===== src/rtl/ebpf_pkg.sv =====
// Shared types and constants for the eBPF narrow-store path.
// Optional feature macro: EBPF_STORE_MISALIGN_EN (adds the BEAT1 state).
package ebpf_pkg;

    localparam int DW_BYTES = 8;

    typedef enum logic [1:0] {
        SZ_B  = 2'b00,
        SZ_H  = 2'b01,
        SZ_W  = 2'b10,
        SZ_DW = 2'b11
    } store_size_e;

    typedef enum logic [1:0] {
        IDLE  = 2'd0,
`ifdef EBPF_STORE_MISALIGN_EN
        BEAT0 = 2'd1,
        BEAT1 = 2'd2
`else
        BEAT0 = 2'd1
`endif
    } state_e;

    // Number of bytes written by a store of the given size.
    function automatic logic [3:0] size_bytes(input store_size_e sz);
        case (sz)
            SZ_B:    size_bytes = 4'd1;
            SZ_H:    size_bytes = 4'd2;
            SZ_W:    size_bytes = 4'd4;
            default: size_bytes = 4'd8;
        endcase
    endfunction

endpackage


===== src/rtl/ebpf_store_lane_align.sv =====
// Combinational lane alignment: truncates the source value to the store size
// and shifts data and strobes onto the byte lanes selected by the address.
// With EBPF_STORE_MISALIGN_EN the upper (second-beat) half is also produced;
// otherwise only the first-beat half and the crossing indication exist.
module ebpf_store_lane_align
    import ebpf_pkg::*;
(
    input  logic [2:0]  byte_off,
    input  logic [63:0] data,
    input  logic [1:0]  size,
    output logic [63:0] lo_data,
    output logic [7:0]  lo_strb,
`ifdef EBPF_STORE_MISALIGN_EN
    output logic [63:0] hi_data,
    output logic [7:0]  hi_strb,
`endif
    output logic        crossing
);

    logic [63:0] narrowed;
    logic [3:0]  nbytes;
    logic [15:0] strb16;
`ifdef EBPF_STORE_MISALIGN_EN
    logic [127:0] data128;
`endif

    // Truncate to the store size, then place data and strobes on their lanes.
    always_comb begin
        nbytes = size_bytes(store_size_e'(size));
        case (store_size_e'(size))
            SZ_B:    narrowed = {56'd0, data[7:0]};
            SZ_H:    narrowed = {48'd0, data[15:0]};
            SZ_W:    narrowed = {32'd0, data[31:0]};
            default: narrowed = data;
        endcase
        strb16   = ((16'd1 << nbytes) - 16'd1) << byte_off;
        lo_strb  = strb16[7:0];
        crossing = |strb16[15:8];
`ifdef EBPF_STORE_MISALIGN_EN
        data128  = {64'd0, narrowed} << {byte_off, 3'b000};
        lo_data  = data128[63:0];
        hi_data  = data128[127:64];
        hi_strb  = strb16[15:8];
`else
        // Only the first beat is ever issued, so the 64-bit shift is exactly
        // the low half of the full 128-bit aligned word.
        lo_data  = narrowed << {byte_off, 3'b000};
`endif
    end

endmodule


===== src/rtl/ebpf_store_narrow.sv =====
// Narrow store unit: accepts one byte/half/word/dword store and issues it as
// one (or, when split across a dword boundary, two) 8-byte-aligned beats.
// Optional feature macro: EBPF_STORE_MISALIGN_EN. When undefined, a store
// crossing a dword boundary is accepted, dropped and flagged on store_err.
module ebpf_store_narrow
    import ebpf_pkg::*;
#(
    parameter int ADDR_W = 64
) (
    input  logic              clk,
    input  logic              rst,
    input  logic              in_valid,
    output logic              in_ready,
    input  logic [ADDR_W-1:0] in_addr,
    input  logic [63:0]       in_data,
    input  logic [1:0]        in_size,
    output logic              mem_we,
    input  logic              mem_ready,
    output logic [ADDR_W-1:0] mem_addr,
    output logic [63:0]       mem_wdata,
    output logic [7:0]        mem_wstrb,
    output logic              store_done,
    output logic              store_err
);

    state_e            state_q, state_d;
    logic [ADDR_W-1:0] addr_q, addr_d;
    logic [63:0]       wdata_q, wdata_d;
    logic [7:0]        wstrb_q, wstrb_d;
    logic              err_q, err_d;

    logic [63:0]       al_lo_data;
    logic [7:0]        al_lo_strb;
    logic              al_crossing;
    logic              accept;
    logic [ADDR_W-1:0] aligned_addr;

`ifdef EBPF_STORE_MISALIGN_EN
    logic [63:0]       hi_wdata_q, hi_wdata_d;
    logic [7:0]        hi_wstrb_q, hi_wstrb_d;
    logic [63:0]       al_hi_data;
    logic [7:0]        al_hi_strb;
`endif

    ebpf_store_lane_align u_align (
        .byte_off (in_addr[2:0]),
        .data     (in_data),
        .size     (in_size),
        .lo_data  (al_lo_data),
        .lo_strb  (al_lo_strb),
`ifdef EBPF_STORE_MISALIGN_EN
        .hi_data  (al_hi_data),
        .hi_strb  (al_hi_strb),
`endif
        .crossing (al_crossing)
    );

    // Handshake outputs: ready only in IDLE outside reset; a beat is up in any other state.
    always_comb begin
        in_ready     = (state_q == IDLE) && !rst;
        mem_we       = (state_q != IDLE);
        accept       = in_valid && in_ready;
        aligned_addr = {in_addr[ADDR_W-1:3], 3'b000};
        mem_addr     = addr_q;
        mem_wdata    = wdata_q;
        mem_wstrb    = wstrb_q;
        store_err    = err_q;
    end

    // Next-state and beat register loading.
    always_comb begin
        // NOTE: every signal written here gets a default first so no latch is inferred.
        state_d    = state_q;
        addr_d     = addr_q;
        wdata_d    = wdata_q;
        wstrb_d    = wstrb_q;
        err_d      = 1'b0;
        store_done = 1'b0;
`ifdef EBPF_STORE_MISALIGN_EN
        hi_wdata_d = hi_wdata_q;
        hi_wstrb_d = hi_wstrb_q;
`endif
        case (state_q)
            IDLE: begin
                if (accept) begin
`ifdef EBPF_STORE_MISALIGN_EN
                    state_d    = BEAT0;
                    addr_d     = aligned_addr;
                    wdata_d    = al_lo_data;
                    wstrb_d    = al_lo_strb;
                    hi_wdata_d = al_hi_data;
                    hi_wstrb_d = al_hi_strb;
`else
                    if (al_crossing) begin
                        err_d = 1'b1;
                    end else begin
                        state_d = BEAT0;
                        addr_d  = aligned_addr;
                        wdata_d = al_lo_data;
                        wstrb_d = al_lo_strb;
                    end
`endif
                end
            end
            BEAT0: begin
                if (mem_ready) begin
`ifdef EBPF_STORE_MISALIGN_EN
                    if (|hi_wstrb_q) begin
                        state_d = BEAT1;
                        addr_d  = addr_q + ADDR_W'(DW_BYTES);
                        wdata_d = hi_wdata_q;
                        wstrb_d = hi_wstrb_q;
                    end else begin
                        state_d    = IDLE;
                        store_done = !rst;
                    end
`else
                    state_d    = IDLE;
                    store_done = !rst;
`endif
                end
            end
`ifdef EBPF_STORE_MISALIGN_EN
            BEAT1: begin
                if (mem_ready) begin
                    state_d    = IDLE;
                    store_done = !rst;
                end
            end
`endif
            default: state_d = IDLE;
        endcase
    end

    // State and beat registers with synchronous reset.
    always_ff @(posedge clk) begin
        // NOTE: sequential state uses non-blocking assignments only.
        if (rst) begin
            state_q    <= IDLE;
            addr_q     <= '0;
            wdata_q    <= '0;
            wstrb_q    <= '0;
            err_q      <= 1'b0;
`ifdef EBPF_STORE_MISALIGN_EN
            hi_wdata_q <= '0;
            hi_wstrb_q <= '0;
`endif
        end else begin
            state_q    <= state_d;
            addr_q     <= addr_d;
            wdata_q    <= wdata_d;
            wstrb_q    <= wstrb_d;
            err_q      <= err_d;
`ifdef EBPF_STORE_MISALIGN_EN
            hi_wdata_q <= hi_wdata_d;
            hi_wstrb_q <= hi_wstrb_d;
`endif
        end
    end

endmodule


===== config.mk =====
export PLATFORM = sky130hd
export DESIGN_NAME = ebpf_store_narrow
export DESIGN_NICKNAME = d
export VERILOG_FILES = /design/src/rtl/ebpf_pkg.sv /design/src/rtl/ebpf_store_lane_align.sv /design/src/rtl/ebpf_store_narrow.sv
export SDC_FILE = /design/constraint.sdc
export NUM_CORES = 1
export LEC_CHECK = 0
export BUFFER_PORTS_ARGS = -buffer_cell sky130_fd_sc_hd__buf_2
export CORE_UTILIZATION = 49
export DETAILED_ROUTE_END_ITERATION = 12
export PLACE_DENSITY_LB_ADDON = 0.15
export SYNTH_ARGS = -nofsm -noshare
export SYNTH_HDL_FRONTEND = slang
export SYNTH_SLANG_ARGS = --single-unit

===== constraint.sdc =====
create_clock -name clk -period 2 [get_ports clk]
set_input_delay 0.1 -clock clk [delete_from_list [all_inputs] [get_ports clk]]
set_output_delay 0.1 -clock clk [all_outputs]
set_load 0.01 [all_outputs]

; Yosys cells after proc, flatten, opt, wreduce, memory -nomap -nowiden
; Index checks and enable logic that the tools add are counted.
[word_totals]
romBits = 0
n_memories = 0
latchBits = 0
register_bits = 136
in_bits = 134
ramBits = 0
output_inout_bits = 140
wordCells = 37
[classes]
n_eq_ne = 6
n_mul = 0
shift = 3
mux = 9
div = 0
n_lt_le_gt_ge = 0
bitwise_logic = 3
reduce_logical = 10
n_addsub = 1
[op_table]
columns = op, count
row1 = one-hot mux 64 bit (3 select lines), 1
row2 = << shifter 64 x 6 -> 64 bit, 1
row3 = "<< shifter 1 x 4 -> 16 bit, first input constant", 1
row4 = << shifter 16 x 3 -> 16 bit, 1
row5 = "subtractor 16 x 1 -> 16 bit, second input constant", 1
row6 = one-hot mux 4 bit (3 select lines), 1
row7 = OR reduction 8 bit, 1
row8 = 2-to-1 mux 2 bit, 3
row9 = "inequality test 2 bit, second input constant", 3
row10 = AND reduction 3 bit, 2
row11 = "equality test 2 x 1 -> 1 bit, second input constant", 2
row12 = logical NOT 2 bit, 2
row13 = one-hot mux 2 bit (2 select lines), 1
row14 = 2-to-1 mux 1 bit, 3
row15 = inverter 1 bit, 3
row16 = OR reduction 3 bit, 1
row17 = "equality test 2 bit, second input constant", 1
row18 = logical AND 1 bit, 2
row19 = nonzero test 2 bit, 1
row20 = logical NOT 1 bit, 1

; Longest topological paths before layout
; Gate-level depths: netlist of the first run.
[logic_depth]
word_depth = 9
depth_mapped = 8
mapped_depth_nobuf = 5

; Hierarchy
; From an unflattened synthesis of the first run, not the netlist that was laid out.
[hier_totals]
hier_cells = 920
hier_area_um2 = 7991.4
[modules_own_cells]
columns = module, n_inst, seq_area_each_um2, cells_per_inst, area_per_inst_um2
row1 = ebpf_store_narrow, 1, 2702.6, 590, 6048.3
row2 = ebpf_store_lane_align, 1, 0.0, 330, 1943.1

; Worst setup path before layout of the first run
; Ideal clock, no wire load.
[synth_path]
kind = register -> register
from = reg state_q[0]
to = reg wstrb_q[2] (netlist: mem_wstrb[2])
n_path_buf = 1
synth_period_minus_slack_ps = 1544
t_required_ps = 1930
setup_slack_ps = 456
arrival_ps = 1474
setup_ps = 70
stages_incl_launch_ff = 6
path_cell_list = dfxtp_1 > nor3b_2 > o2111ai_2 > buf_6 > or3_1 > a21oi_1
[synth_via]
elab_chain_cells = 4
[synth_lines]
columns = element, line
row1 = "start, declared", ebpf_store_narrow.sv:26  ; state_e state_q, state_d;
row2 = "start signal, assigned", ebpf_store_narrow.sv:149  ; state_q <= state_d;
row3 = logical NOT 2 bit (*), "ebpf_store_narrow.sv:60, ebpf_store_narrow.sv:83"
row4 = logical AND 1 bit, ebpf_store_narrow.sv:60  ; in_ready = (state_q == IDLE) && !rst;
row5 = logical AND 1 bit, ebpf_store_narrow.sv:62  ; accept = in_valid && in_ready;
row6 = AND reduction 3 bit (no line) (*), n/a
row7 = "end signal, assigned", ebpf_store_narrow.sv:152  ; wstrb_q <= wstrb_d;
row8 = "end, declared", ebpf_store_narrow.sv:29  ; logic [7:0] wstrb_q, wstrb_d;
; Mark *: on every way between the ends. The rest lies on a longest branch, timed or not.
; A chain may end at the register's enable or synchronous reset.

; Worst setup path in the final report of the first run
[layout_path]
from = reg state_q[0]
to = reg wdata_q[44] (netlist: mem_wdata[44])
[layout_via]
elab_chain_cells = 4
[layout_lines]
columns = element, line
row1 = logical NOT 2 bit (*), "ebpf_store_narrow.sv:60, ebpf_store_narrow.sv:83"
row2 = logical AND 1 bit, ebpf_store_narrow.sv:60
row3 = logical AND 1 bit, ebpf_store_narrow.sv:62
row4 = AND reduction 3 bit (no line) (*), n/a
row5 = "end signal, assigned", ebpf_store_narrow.sv:151  ; wdata_q <= wdata_d;
row6 = "end, declared", ebpf_store_narrow.sv:28  ; logic [63:0] wdata_q, wdata_d;
; Marks and branches as above.

==> results of run 1 <==
==> state kept, by name, summed over array words and instances (netlist names) <==
| register | count |
|---|---|
| mem_addr | 61 |
| mem_wstrb | 8 |
| mem_wdata | 64 |
| state_q | 1 |
| store_err | 1 |
==> report_power, final <==
part / switching (mW) / internal (mW)
sequential: 0.0504 / 2.80
combinational: 0.721 / 0.546
clock: 1.20 / 1.86
==> how the worst max path moves through the flow <==
stage                                 start                         end  slack [ns]  cells after the start
finish              state_q[0]$_SDFFE_PP0P_  mem_wdata[44]$_SDFFE_PP0P_        0.18                      5
detailed placement  state_q[0]$_SDFFE_PP0P_  mem_wdata[41]$_SDFFE_PP0P_        0.15                      5
floorplan           state_q[0]$_SDFFE_PP0P_   mem_wstrb[2]$_SDFFE_PP0P_        0.46                      5
global placement    state_q[0]$_SDFFE_PP0P_  mem_wdata[43]$_SDFFE_PP0P_        0.23                      5
CTS                 state_q[0]$_SDFFE_PP0P_  mem_wdata[44]$_SDFFE_PP0P_        0.13                      5
global route        state_q[0]$_SDFFE_PP0P_  mem_wdata[44]$_SDFFE_PP0P_        0.05                      5
==> routing by layer <==
layer | part of all wire | wire length, um
met1 | 0.41 | 9620
met3 | 0.089 | 2080
met4 | 0.032 | 761
met2 | 0.47 | 11000
met5 | 0 | 0
==> worst max-delay path, cell delays in order (launching register included) <==
cell      delay (ns)
dfxtp_1         0.36
nor3b_4         0.32
o2111a_4        0.41
buf_12          0.28
nor2_1          0.10
a311oi_2        0.23
==> through the flow <==
stage               power, mW  utilization  cells
CTS                      7.18        0.708   1343
global route             7.44        0.708   1343
finish                   7.17        0.708   1343
global placement         4.03        0.613   1242
floorplan                3.59            -    846
detailed placement       4.03        0.613   1242
==> area by class of cell <==
class                           count  share of cell area
Clock buffer                       20              0.0473
Clock inverter                     12              0.0132
Inverter                            2            0.000794
Multi-Input combinational cell    627               0.377
Sequential cell                   135               0.286
Tap cell                          176              0.0233
Timing Repair Buffer              371               0.253
==> cell usage in the layout (no fill, tap or decap), types with 10 or more instances in the layout <==
cell	count
buf_2	268
nand2_1	201
dfxtp_1	135
a21oi_1	119
dlygate4sd3_1	69
nor2_1	53
buf_4	26
nor3_1	19
a221oi_1	17
nand3_1	17
clkbuf_16	17
o21ai_0	16
mux2i_1	16
a211oi_1	16
or3_1	15
a32oi_1	15
mux2_2	13
o21ai_1	11
nand2b_1	10
==> kinds of logic (layout without fill, tap and decap cells) <==
| kind of cell | count (synthesis) | count (layout) |
|---|---|---|
| other | 1 | 3 |
| AND/OR/NAND/NOR | 330 | 330 |
| buffers and inverters | 84 | 405 |
| AO/OA/AOI/OAI | 262 | 262 |
| flip-flops | 135 | 135 |
| multiplexers | 32 | 32 |
==> what timing repair did <==
item,in CTS,in global routing
setup buffers,0,0
hold endpoints to repair,69,0
endpoints found under the setup margin,0,1
gates resized for setup,0,1
hold buffers,69,0
==> key figures, run 1 <==
GRT
  • Global-route wire length before repair: around 36 mm
  • Grt met2 use: 0.524
  • Sum of overflow across all layers after global routing: 0
  • Antenna violations before repair: 0
  • Maximum number of pins on one net before global-route repair: 137
  • GR Util met3: 0.0790
  • Vias in the first global route: 6862
  • Global Route met1 Usage: 0.415
  • Total global routing track utilization: 0.329
  • Global routing's busiest layer: met2

Synthesis
  • Yosys warning total: 0
  • Synthesized cell area: 0.00676 mm2
  • Fraction of synthesized cell area in xor and xnor cells: 0
  • Dominant cell by count in the synthesized netlist: nand2_1
  • Most numerous cell types in the synthesized netlist: nand2_1 (201), dfxtp_1 (135), a21oi_1 (119), nor2_1 (53), clkbuf_1 (28)
  • Synth unique cells: 53
  • Combinational family with the most area after synthesis: compound AO/OA/AOI/OAI gates
  • Part of the Yosys area used for sequential elements: 0.400
  • Area fraction in compound gates after synthesis: 0.262
  • Post-Synthesis Cells: between 800 and 900
  • Share of synthesized cell area in full adder, half adder and majority cells: 0
  • Synthesized flop and latch total: roughly 140
  • Leading cell types by total area after synthesis: dfxtp_1 (40%), nand2_1 (11%), a21oi_1 (8.8%)
  • Fraction of the mapped netlist area in simple logic gates: 0.210
  • Multiplexer share of the synthesized area: 0.0504
  • Number of enable-type register cells in the synthesized netlist: 0
  • Main flop type after synthesis: dfxtp_1
  • Average instance area after synthesis: about 8 um2
  • Proportion of register bits with asynchronous set or reset after synthesis: 0
  • Fraction of post-synthesis cell area in the top cell type by area: 0.400
  • Cell type with the highest aggregate area in the netlist: dfxtp_1

Timing
  • Fin crit period: about 1.8 ns
  • Final count of negative-setup-slack endpoints: 0
  • Final worst setup slack: approximately 0.18 ns
  • Final Hold Slack: about 0.027 ns
  • Slew @ Worst Pin: between 0.7 and 0.8 ns
  • Final period utilization: 0.910
  • Final hold vios: 0
  • Final sum of negative setup slack: 0 ns
  • Number of max-slew violations in the final report: 0
  • RSZ-0062 raised after global routing: false
  • Worst Clk Skew: 0.00556 ns
  • Max Freq: 0.549 GHz
  • Worst slew margin relative to its limit: 0.499

Routing
  • Vias per cell: between 5 and 6
  • WL per Instance: between 15 and 20 um
  • Antenna viol nets, final: 0
  • First-iteration detailed-routing DRC count: 633
  • Number of DRC violations after detailed routing: 0
  • Final wirelength: approximately 23 mm
  • Count of TritonRoute iterations in the first routing pass: 5
  • Vias after detailed routing: 7536

Critical path
  • Max FO, Critical Path: 55
  • Cell depth of the worst flop-to-flop path: 5
  • Class of the most critical setup path: reg -> reg
  • Crit path DAT: approximately 2.2 ns
  • Capture instance of the worst register-to-register path: mem_wdata[44]$_SDFFE_PP0P_
  • Critical Path End Type: flop
  • Slack of the worst reg-to-reg path: ~0.18 ns
  • Nature of the critical path startpoint: flop
  • Required time of the critical path: 2.33 ns
  • Critical R2R Launch: state_q[0]$_SDFFE_PP0P_

Clock network
  • TritonCTS clock tree: done
  • Clock latency at the later pin of the worst-skew pair: around 0.42 ns
  • Clock Tree Root: clkbuf_16
  • H-tree depth: 4
  • Inserted Clock Buffers: 17
  • Worst-path clk slew: approximately 0.060 ns
  • Clock sink count: 135
  • Maximum root-to-sink buffer count: 2

Cells and area
  • Area of the multi-input gates: 0.00356 mm2
  • Fill cell count: ~1100
  • Final net count: about 1300
  • Antenna diode instance count: 0
  • Share of cells above drive strength 1: 0.314
  • Area taken by flip-flops and latches: around 0.0027 mm2
  • Cell area after layout: 0.00945 mm2
  • Growth of design area from synthesis to finish: 39.9%

Placement
  • Cell area after placement: just over 0.008 mm2
  • Worst-case setup slack after placement: about 0.15 ns
  • Placer congestion estimate: between 0.9 and 1
  • DPL Wire Length: 15.9 mm
  • IO buf count: 270

Power and ir drop
  • Power density over the cells: between 700 and 800 mW/mm2
  • VDD IR max: 0.518 mV
  • Leakage dissipation: 4.08 nW

Job
  • Max capacitance violation total: 0

Hold path
  • Start point of the worst min-delay path: in_data[6]
  • Hold Crit Depth: 3
  • Class of the worst hold path: in -> reg
  • WHS Endpoint: mem_wdata[6]$_SDFFE_PP0P_

Floorplan
  • Ports placed on the boundary: about 270
  • Floorplan row count: 42
  • Core box area: ~0.013 mm2
  • Vertical extent of the die: approximately 120 um
  • Full die area: 0.0143 mm2
  • Initial Utilization: 0.506
  • Die width: 119 um

Outcome
  • Status: complete, no violations
No activity file was read; power rests on OpenSTA's default activity.
==> run 2, diff against run 1 <==
- CORE_MARGIN: not set -> 1.5
==> run 2 against run 1 <==
Clock skew barely moved. Utilization rose by 1.1 points. Register-to-register slack got worse by 0.04 ns. Critical path depth did not move. Design area rose by 1.5%. Global-route usage fell by 0.43 points. Cell count rose by 0.82%. Flip-flop and latch count did not move. Clock-buffer cell count fell by 3. Critical endpoint is now mem_addr[18]$_SDFFE_PP0P_. Largest power group unchanged.
==> key figures, run 2 (synthesis results as in run 1) <==
Clock network
  • H-tree depth: 4 (unchanged)
  • Inserted Clock Buffers: 17 (unchanged)
  • Clock Tree Root: clkbuf_16
  • Clock sink count: 135 (unchanged)
  • CTS Hold Bufs: 69 (unchanged)
  • # Post-CTS Setup Buffers: 0 (unchanged)
  • Quantity of gates resized following cts: 0 (unchanged)
  • Clock latency at the later pin of the worst-skew pair: 0.42 ns (about the same)
  • Maximum root-to-sink buffer count: 2 (unchanged)
  • Worst-path clk slew: 0.06 ns (about the same)
  • TritonCTS clock tree: done

Floorplan
  • Die width: 120 um (+0.84%)
  • Vertical extent of the die: 120 um (+0.84%)
  • Full die area: 0.0145 mm2 (+1.7%)
  • Core box area: 0.0133 mm2 (unchanged)
  • Initial Utilization: 0.506 (unchanged)
  • Ports placed on the boundary: 274 (unchanged)
  • Floorplan row count: 42 (unchanged)

Timing
  • Final Hold Slack: 0.0263 ns (-0.000848 ns)
  • Final period utilization: 0.931 (+0.0208)
  • Final hold vios: 0 (unchanged)
  • Number of max-slew violations in the final report: 0 (unchanged)
  • Fin crit period: 1.86 ns (+0.0415 ns)
  • Worst Clk Skew: 0.00582 ns (+0.000257 ns)
  • Worst slew margin relative to its limit: 0.549 (+0.0496)
  • Final worst setup slack: 0.138 ns (-0.0415 ns)
  • Final sum of negative setup slack: 0 ns (unchanged)
  • Final count of negative-setup-slack endpoints: 0 (unchanged)
  • RSZ-0062 raised after global routing: false
  • Max Freq: 0.537 GHz (-2.2%)
  • Slew @ Worst Pin: 0.677 ns (-0.0694 ns)

Power and ir drop
  • Power spent charging and discharging nets: 2.07 mW (+5.2%)
  • Tot Pwr: 7.55 mW (+5.2%)
  • Clock Power Share: 0.452 (+0.025)
  • VDD IR max: 0.520 mV (+0.48%)
  • Internal Pwr Total: 5.48 mW (+5.2%)
  • Comb power frac: 0.171 (-0.006)
  • Sequential share of power: 0.377 (-0.020)
  • Switching Share: 0.275 (about the same)
  • Power density over the cells: 787 mW/mm2 (+3.7%)
  • Leakage dissipation: 4.16 nW (+1.8%)

Critical path
  • Number of buffer and inverter stages on the critical path: 1 (unchanged)
  • Nature of the critical path startpoint: flop
  • Critical Path Slowest Stage Cell: o2111a_4
  • Max FO, Critical Path: 20 (-64%)
  • Critical Path End Type: flop
  • Peak per-stage delay on the critical path: 0.50 ns (+0.09 ns)
  • Class of the most critical setup path: reg -> reg
  • Critical Path, Cell by Cell: nor3b_2 > o2111a_4 > buf_4 > nand2_1 > a21oi_1
  • Crit path DAT: 2.21 ns (+0.06 ns)
  • Top cell family by delay on the critical path: compound AO/OA/AOI/OAI gates
  • Required time of the critical path: 2.34 ns (about the same)

GRT
  • Sum of overflow across all layers after global routing: 0 (unchanged)
  • Vias in the first global route: 7093 (+3.4%)
  • Global-route wire length before repair: 37.1 mm (+2.0%)
  • Total global routing track utilization: 0.324 (-0.00428)
  • Antenna violations before repair: 1 (+1)
  • Maximum number of pins on one net before global-route repair: 137 (unchanged)

Hold path
  • Class of the worst hold path: in -> reg

Cells and area
  • Most common cell after layout, fill and taps aside: buf_2
  • Area taken by flip-flops and latches: 0.00270 mm2 (unchanged)
  • Commonest cells after routing, fill and taps aside: buf_2 (268), nand2_1 (201), dfxtp_1 (135), a21oi_1 (119), dlygate4sd3_1 (69)
  • Share of cells above drive strength 1: 0.321 (+0.00753)
  • Non-filler cells, final: 1354 (+0.82%)
  • Final net count: 1298 (+0.78%)
  • Share of the core filled with cells: 0.719 (+0.0106)
  • Cell area after layout: 0.00959 mm2 (+1.5%)
  • Max reg flops: 64 (unchanged)
  • Area of the multi-input gates: 0.00355 mm2 (-0.18%)
  • Fill cell count: 1091 (-0.092%)
  • Growth of design area from synthesis to finish: 42.0%

Routing
  • WL per Instance: 17.7 um (+1.6%)
  • Final wirelength: 24.0 mm (+2.5%)
  • First-iteration detailed-routing DRC count: 752 (+19%)
  • Vias after detailed routing: 7652 (+1.5%)
  • Count of TritonRoute iterations in the first routing pass: 6 (+1)
  • Vias per cell: 5.65 (+0.71%)
  • Antenna viol nets, final: 0 (unchanged)
  • Number of DRC violations after detailed routing: 0 (unchanged)

Outcome
  • Status: complete, no violations

Placement
  • Worst-case setup slack after placement: 0.208 ns (+0.0538 ns)
  • Number of placed cells counting well taps: 1252 (+0.81%)
  • DPL Wire Length: 16.4 mm (+3.0%)
  • Cell area after placement: 0.00826 mm2 (+0.92%)
  • IO buf count: 270 (unchanged)
  • Placer congestion estimate: 0.966 (+1.2%)

Job
  • Max capacitance violation total: 0 (unchanged)
-- run 2: changes by cell type in the layout (fill, tap and decap cells not counted) --
cell	previous run	this run
buf_4	26	36
clkinv_2	5	1
inv_8	0	3
bufinv_16	2	4
clkbuf_1	2	0
clkbuf_8	1	0
clkinv_4	0	1
diode_2	0	1
inv_6	2	3
nor3b_2	0	1
nor3b_4	1	0
-- run 2: routing by layer --
| metal | vias to the layer above | routed length (um) | part of all wire | track usage |
|---|---|---|---|---|
| met4 | 0 | 719 | 0.030 | 0.133 |
| li1 | 3642 | - | - | - |
| met2 | 418 | 11400 | 0.47 | 0.538 |
| met5 | - | 0 | 0 | 0 |
| met1 | 3540 | 9900 | 0.41 | 0.411 |
| met3 | 52 | 2040 | 0.085 | 0.0665 |
-- run 2: final cells by class --
class | count | share of cell area
inverter | 2 | 0.000783
clock inverter | 15 | 0.0226
antenna | 1 | 0.000261
sequential | 135 | 0.282
multi-input combinational | 627 | 0.371
clock buffer | 17 | 0.0444
timing repair buffer | 381 | 0.257
tap | 176 | 0.0230
-- run 2: path summary, 6_finish.rpt --
check,from,to,slack (ns),cells past startpoint
worst min register to register,mem_wdata[29]$_SDFFE_PP0P_,mem_wdata[29]$_SDFFE_PP0P_,0.45,2
worst min-delay path,in_data[6],mem_wdata[6]$_SDFFE_PP0P_,0.03,3
worst max register to register,state_q[0]$_SDFFE_PP0P_,mem_addr[18]$_SDFFE_PP0P_,0.14,5
worst max-delay path,state_q[0]$_SDFFE_PP0P_,mem_addr[18]$_SDFFE_PP0P_,0.14,5
-- run 2: worst reg2reg max path, cell delays in order (launching register included) --
cell	delay, ns
dfxtp_1	0.35
nor3b_2	0.39
o2111a_4	0.50
buf_4	0.31
nand2_1	0.10
a21oi_1	0.14
-- run 2: power by group through the flow --
stage / sequential (mW) / clock (mW) / combinational, mW
3_3_place_gp: 2.90 / 0 / 1.15
4_1_cts: 2.85 / 3.45 / 1.26
2_1_floorplan: 2.95 / 0 / 0.635
5_1_grt: 2.86 / 3.57 / 1.39
3_5_place_dp: 2.90 / 0 / 1.15
6_report: 2.85 / 3.41 / 1.29
